File: config.mk
export PLATFORM = sky130hd
export DESIGN_NAME = permutation_ctrl
export DESIGN_NICKNAME = d
export VERILOG_FILES = /design/src/rtl/ascon_pkg.sv /design/src/rtl/round_counter.sv /design/src/rtl/permutation_ctrl.sv
export SDC_FILE = /design/constraint.sdc
export NUM_CORES = 1
export LEC_CHECK = 0
export BUFFER_PORTS_ARGS = -buffer_cell sky130_fd_sc_hd__clkbuf_2
export CORE_MARGIN = 4
export CORE_UTILIZATION = 45
export CTS_CLUSTER_DIAMETER = 200
export DETAILED_ROUTE_END_ITERATION = 8
export HOLD_SLACK_MARGIN = 0.15
export PLACE_DENSITY = 0.66
export SLEW_MARGIN = 30
export SYNTH_ARGS = -nofsm -noshare
export SYNTH_HDL_FRONTEND = slang
export SYNTH_HIERARCHICAL = 1
export SYNTH_SLANG_ARGS = --single-unit
File: constraint.sdc
create_clock -name clock -period 4.2 [get_ports clock]
set_input_delay 0.42 -clock clock [delete_from_list [all_inputs] [get_ports clock]]
set_output_delay 0.42 -clock clock [all_outputs]
set_load 0.05 [all_outputs]
File: src/rtl/ascon_pkg.sv
`default_nettype none
// ============================================================================
// Module      : ascon_pkg
// Description : Shared Ascon definitions: round constants, round counts,
//               permutation-controller state encoding and round clamping.
// Ports       : none (package)
// Revision    : 1.0 - initial release
// ============================================================================
package ascon_pkg;

    localparam int NB_ROUNDS_A = 12;
    localparam int NB_ROUNDS_B = 6;

    // Round constants indexed by absolute round index 0..11.
    localparam logic [7:0] ROUND_CONSTANTS [12] = '{
        8'hf0, 8'he1, 8'hd2, 8'hc3, 8'hb4, 8'ha5,
        8'h96, 8'h87, 8'h78, 8'h69, 8'h5a, 8'h4b
    };

    typedef enum logic [1:0] {
        IDLE  = 2'd0,
        LOAD  = 2'd1,
        ROUND = 2'd2,
        DONE  = 2'd3
    } t_perm_fsm;

    // A zero or out-of-range request runs the full p^a permutation.
    function automatic logic [3:0] clamp_rounds(input logic [3:0] n);
        if ((n == 4'd0) || (n > 4'(NB_ROUNDS_A))) begin
            return 4'(NB_ROUNDS_A);
        end
        return n;
    endfunction

endpackage
`default_nettype wire

File: src/rtl/round_counter.sv
`default_nettype none
// ============================================================================
// Module      : round_counter
// Description : Loadable up-counter for the permutation round index with a
//               terminal flag at the last round. Saturates at the terminal
//               value so it can never wrap.
// Ports       : clock       in  rising-edge clock
//               reset_n     in  async active-low reset
//               load        in  capture load_value
//               load_value  in  start round index
//               enable      in  advance one round
//               count       out current round index
//               terminal    out count == MAX_ROUNDS-1
// Revision    : 1.0 - initial release
// ============================================================================
module round_counter #(
    parameter int MAX_ROUNDS = 12,
    parameter int CNT_W      = 4
) (
    input  logic             clock,
    input  logic             reset_n,
    input  logic             load,
    input  logic [CNT_W-1:0] load_value,
    input  logic             enable,
    output logic [CNT_W-1:0] count,
    output logic             terminal
);

    localparam logic [CNT_W-1:0] C_LAST = CNT_W'(MAX_ROUNDS - 1);

    logic [CNT_W-1:0] r_count;
    logic             w_terminal;

    assign w_terminal = (r_count == C_LAST);

    always_ff @(posedge clock or negedge reset_n) begin
        if (!reset_n) begin
            r_count <= '0;
        end else if (load) begin
            r_count <= load_value;
        end else if (enable && !w_terminal) begin
            r_count <= r_count + CNT_W'(1);
        end
    end

    assign count    = r_count;
    assign terminal = w_terminal;

endmodule
`default_nettype wire

File: src/rtl/permutation_ctrl.sv
`default_nettype none
// ============================================================================
// Module      : permutation_ctrl
// Description : Sequences the Ascon permutation datapath for N rounds
//               (p^a = 12, p^b = 6 or 8). Runs rounds MAX_ROUNDS-N .. 11 so
//               the constant adder sees the correct absolute round index.
//               Result completion uses a valid/ack handshake.
// Ports       : clock        in  rising-edge clock
//               reset_n      in  async active-low reset
//               i_start      in  request, accepted when i_start & o_ready
//               i_nb_rounds  in  rounds requested (0 or >12 means 12)
//               o_ready      out idle, may accept a request
//               o_load       out state register loads external input
//               o_round_en   out state register loads datapath output
//               o_round      out round index for the constant adder
//               o_valid      out permutation result available
//               i_ack        in  consumer took the result
//               o_busy       out loading or running rounds
// Revision    : 1.0 - initial release
// ============================================================================
module permutation_ctrl
    import ascon_pkg::*;
#(
    parameter int MAX_ROUNDS = 12,
    parameter int CNT_W      = 4
) (
    input  logic             clock,
    input  logic             reset_n,
    input  logic             i_start,
    input  logic [CNT_W-1:0] i_nb_rounds,
    output logic             o_ready,
    output logic             o_load,
    output logic             o_round_en,
    output logic [CNT_W-1:0] o_round,
    output logic             o_valid,
    input  logic             i_ack,
    output logic             o_busy
);

    t_perm_fsm        r_state;
    t_perm_fsm        w_next_state;
    logic [CNT_W-1:0] r_k0;
    logic [CNT_W-1:0] w_count;
    logic             w_terminal;
    logic             w_accept;

    assign w_accept = (r_state == IDLE) && i_start;

    // State register
    always_ff @(posedge clock or negedge reset_n) begin
        if (!reset_n) begin
            r_state <= IDLE;
        end else begin
            r_state <= w_next_state;
        end
    end

    // Start index is captured at accept so later changes on i_nb_rounds
    // cannot affect a running permutation.
    always_ff @(posedge clock or negedge reset_n) begin
        if (!reset_n) begin
            r_k0 <= '0;
        end else if (w_accept) begin
            r_k0 <= CNT_W'(MAX_ROUNDS) - CNT_W'(clamp_rounds(4'(i_nb_rounds)));
        end
    end

    round_counter #(
        .MAX_ROUNDS (MAX_ROUNDS),
        .CNT_W      (CNT_W)
    ) u_round_counter (
        .clock      (clock),
        .reset_n    (reset_n),
        .load       (r_state == LOAD),
        .load_value (r_k0),
        .enable     (r_state == ROUND),
        .count      (w_count),
        .terminal   (w_terminal)
    );

    // Next state and outputs; outputs depend on registered state only.
    always_comb begin
        w_next_state = r_state;
        o_ready      = 1'b0;
        o_load       = 1'b0;
        o_round_en   = 1'b0;
        o_valid      = 1'b0;
        o_busy       = 1'b0;
        case (r_state)
            IDLE: begin
                o_ready = 1'b1;
                if (i_start) begin
                    w_next_state = LOAD;
                end
            end
            LOAD: begin
                o_load       = 1'b1;
                o_busy       = 1'b1;
                w_next_state = ROUND;
            end
            ROUND: begin
                o_round_en = 1'b1;
                o_busy     = 1'b1;
                if (w_terminal) begin
                    w_next_state = DONE;
                end
            end
            DONE: begin
                // o_ready stays low here so the ack cycle cannot accept.
                o_valid = 1'b1;
                if (i_ack) begin
                    w_next_state = IDLE;
                end
            end
            default: begin
                w_next_state = IDLE;
            end
        endcase
    end

    assign o_round = w_count;

endmodule
`default_nettype wire
Word level (Yosys, flattened, before mapping) --
Cells that the tools add are included.
Storage, ports and cells: register bits after elaboration 10
Cells by class: $add $sub $neg 2, order comparisons 1, equality and inequality tests 7, muxes and demuxes 16, reductions and logical operators 9
Operators with widths (number):
- two-way mux 4 bit | 5
- one-hot mux 2 bit (4 select lines) | 1
- two-way mux 1 bit | 7
- two-way mux 2 bit | 3
- != test 2 bit, second input constant | 3
- adder 4 x 1 -> 4 bit, second input constant | 1
- equality test 2 bit, second input constant | 2
- equality test 4 bit, second input constant | 1
- greater-than comparator 4 bit, second input constant | 1
- zero test 4 bit | 1
- subtractor 4 bit, first input constant | 1
- AND reduction 3 bit | 1
- equality test 2 x 1 -> 1 bit, second input constant | 1
- logical AND 1 bit | 2
- zero test 2 bit | 1
- nonzero test 2 bit | 1
- OR reduction 2 bit | 1
- zero test 1 bit | 1
- logical OR 1 bit | 1

Longest topological paths before layout --
word-level depth 7, gate-level depth with buffers 6, depth with buffers taken out 6

Hierarchy --
Netlist, hierarchy kept.
Modules (own cells, without submodules):
- permutation_ctrl | times used 1, cells an instance 36, area an instance 354.1 um^2, sequential area each 150.1 um^2
- round_counter | times used 1, cells an instance 24, area an instance 252.7 um^2, sequential area each 100.1 um^2

Worst setup path before layout --
OpenSTA, ideal clock, no wires.
path type reg-to-reg, start point register u_round_counter.r_count[1] (netlist: u_round_counter/count[1]), end point register r_state[1], arrival 1.919 ns, path slack 2.153 ns, stages on the path, launching flop included 7, buffers on the path 0, period minus slack after synthesis 2.047 ns, path through dfrtp_1 -> ha_1 -> nand3b_4 -> inv_1 -> inv_1 -> a222oi_1 -> mux2_1
Between the ends: cells in the longest elaborated chain, start to end 3
Ends and longest elaborated chain:
- from (decl) | line round_counter.sv:31 | logic [CNT_W-1:0] r_count;
- from (signal assigned) | line round_counter.sv:40 | r_count <= load_value;
- from (signal assigned) | line round_counter.sv:42 | r_count <= r_count + CNT_W'(1);
- equality test 4 bit | line round_counter.sv:34 | assign w_terminal = (r_count == C_LAST);
- named net w_terminal | line permutation_ctrl.sv:44 | logic w_terminal;
- != test 2 bit (no source line)
- AND reduction 3 bit (no source line)
- to (signal assigned) | line permutation_ctrl.sv:54 | r_state <= w_next_state;
- to (decl) | line permutation_ctrl.sv:40 | t_perm_fsm r_state;
The timed path passes the listed nets, and every way through them passes these cells. A chain may end at the register's enable or synchronous reset.

Worst setup path after layout --
start point register r_state[0], end point output port o_round_en
Between the ends: cells in the longest elaborated chain, start to end 2
Ends and longest elaborated chain:
- equality test 2 bit | line permutation_ctrl.sv:89 | case (r_state)
- two-way mux 1 bit | line permutation_ctrl.sv:89
- to (decl) | line permutation_ctrl.sv:33 | output logic o_round_en,
No other way between the ends.

==> reports/qor.yml <==
run_status:
  status: "completed"
die:
  coreArea_sq_um: 1190
  start_util_pct: 51.2
  rows: 12
  dieArea_sq_um: 2000
  die_w_um: 44.7
  boundaryPins: 17
  die_h_um: 44.7
worst_setup_path:
  required_ns: 3.78
  worst-setup-path-type: "reg2out"
  cp_max_fo: 9
  worstPathArrival_ns: 1.45
  endpoint_kind: "primary output"
  cp-start-kind: "register"
timing:
  skew_ns: 0.00629
  rsz0062_at_grt: "false"
  setup-tns-final_ns: 0
  fmax_ghz: 0.534
  slew_viol_final: 0
  period_share_pct: 44.6
  hold_viol: 0
  setup_viol_count_final: 0
  worstMarginPinSlew_ns: 0.444
  slew-limit-headroom_pct: 70.4
  min_period_ns: 1.87
global_route:
  grt_overflow: 0
  grtUsageMet3_pct: 3.59
  grt_pass1_vias: 472
  grt_usage_pct: 12.7
  use_met2_pct: 20.6
  busiest_layer: "met2"
  antenna_found_initial: 0
  use_met1_pct: 15.6
  grt_pass1_wl_um: 1870
  grt_start_max_net_pins: 11
routing:
  first_iter_violations: 12
  vias: 480
  routed_wl_um: 1060
  ant_nets: 0
  post_drt_wl_per_cell_um: 11.2
  drc: 0
  viasPerCell: 5.05
  first_pass_iters: 4
synthesis:
  ys_warn_count: 6
  synth.avg_cell_area_sq_um: 10.1
  yosys.area.top_type: "dfrtp_1"
  synth_seq_cells: 10
  async_flop_share_pct: 100
  ys.flop_type: "dfrtp_1"
  synth_edf_count: 0
  syn_area_sq_um: 607
  synth.most_common_cell: "dfrtp_1"
  synth_top_area_share_pct: 41.2
  syn_inst: 60
  synth.area.top_cells: "dfrtp_1 41%, ha_1 12%, nand2_1 5.6%"
  yosysUniqueCellTypes: 24
  synth_seq_area_share_pct: 41.2
  synthTopCellsByCount: "10 x dfrtp_1, 9 x nand2_1, 8 x inv_1"
  synth_fp_nets: 74
finish:
  syn2layout_area_growth_pct: 23.7
  drive_gt1_share_pct: 30.9
  fin_nets: 96
  num_antenna_cells: 0
clocking:
  post_cts_buffers: 0
  clock_sinks: 10
  cts.htree.levels: 1
  cts_tree: "built"
  cts-buffers-inserted: 3
  clock_path_buffers: 2
  clkTransAtPathRegs_ns: 0.07
  cts-root-buf: "clkbuf_4"
  clock_latency_ns: 0.26
flow_run:
  max_cap_violations: 0
placement:
  dp_hpwl_um: 865
  gp_congestion: 0.746
  port_buffers: 16
min_path:
  hold_path.class: "in2reg"
## sequential cells by signal (all words and copies together) (netlist names)
signal,count
r_k0,4
r_state,2
u_round_counter/count,4
## path summary, 6_finish.rpt
path	from	endpoint	slack [ns]	depth (start not counted)
max in group asynchronous	reset_n	u_round_counter/count[3]	3.43	2
min	i_nb_rounds[3]	r_k0[3]	0.38	2
min reg2reg	r_k0[3]	r_k0[3]	0.48	2
max	r_state[0]	o_round_en	2.33	3
max reg2reg	u_round_counter/count[0]	r_state[1]	2.44	6
min in group asynchronous	reset_n	r_state[1]	0.57	2
## area by class of cell
| cell class | instances | area [sq um] |
|---|---|---|
| tap | 14 | 17.5 |
| multi-input combinational | 42 | 327 |
| clock buffer | 4 | 36.3 |
| timing repair buffer | 17 | 90.1 |
| sequential | 10 | 250 |
| inverter | 8 | 30.0 |
| fill | 114 | 435 |
## cells in the final DEF (no fill, tap or decap), drive strengths merged
cell type / netlist / routed
a21oi: 1 / 1
mux2i: 2 / 2
dfrtp: 10 / 10
o31ai: 2 / 2
a31o: 1 / 1
ha: 6 / 6
nand2: 9 / 9
o31a: 1 / 1
o21a: 1 / 1
inv: 8 / 8
dlygate4sd3: 0 / 1
o21ai: 2 / 2
and3: 1 / 1
a222oi: 1 / 1
nor3: 2 / 2
nand2b: 1 / 1
nand3b: 1 / 1
mux2: 3 / 3
clkbuf: 0 / 20
nand4: 1 / 1
nor2: 3 / 3
a21boi: 1 / 1
a2bb2oi: 1 / 1
xor2: 1 / 1
xnor2: 1 / 1
## what timing repair did
item,in CTS,in global routing
gates resized for setup,0,0
hold buffers,1,0
hold endpoints to repair,10,0
endpoints found under the setup margin,0,0
## logic make-up (layout without fill, tap and decap cells)
group,count (synthesis),after routing,synth area share [%]
AOI/OAI and AO/OA,11,11,13.4
xor gates and xnor gates,2,2,2.89
adders and majority gates,6,6,12.4
buffers and inverters,8,29,4.95
DFF,10,10,41.2
muxes,5,5,8.87
and+or+nand+nor,18,18,16.3
## routing by layer
layer | wire, um | vias to the layer above | part of all wire, %
met5 | 0 | - | 0
met4 | 11 | 0 | 1.0
met3 | 57 | 2 | 5.4
met2 | 499 | 9 | 47
met1 | 494 | 222 | 47
li1 | - | 247 | -
## metrics by stage
| step | worst slack [ns] | hold slack [ns] | utilization, % | instances | cell area (sq um) |
|---|---|---|---|---|---|
| 4_1_cts | 2.33 | 0.369 | 63.3 | 95 | 751 |
| 5_1_grt | 2.25 | 0.380 | 63.3 | 95 | 751 |
| 6_report | 2.33 | 0.378 | 63.3 | 95 | 751 |
| 3_3_place_gp | 2.49 | 0.296 | 59.4 | 90 | 704 |
| 2_1_floorplan | 2.15 | 0.124 | - | 60 | 607 |
| 3_5_place_dp | 2.42 | 0.298 | 59.4 | 90 | 704 |
## critical path, stage by stage (launching register included)
cell and delay, ns:
dfrtp_1 0.41, inv_1 0.11, ha_1 0.34, clkbuf_2 0.34
Power is not shown: default switching activity piles up to over one toggle a cycle in this logic, so the estimate is an artifact.
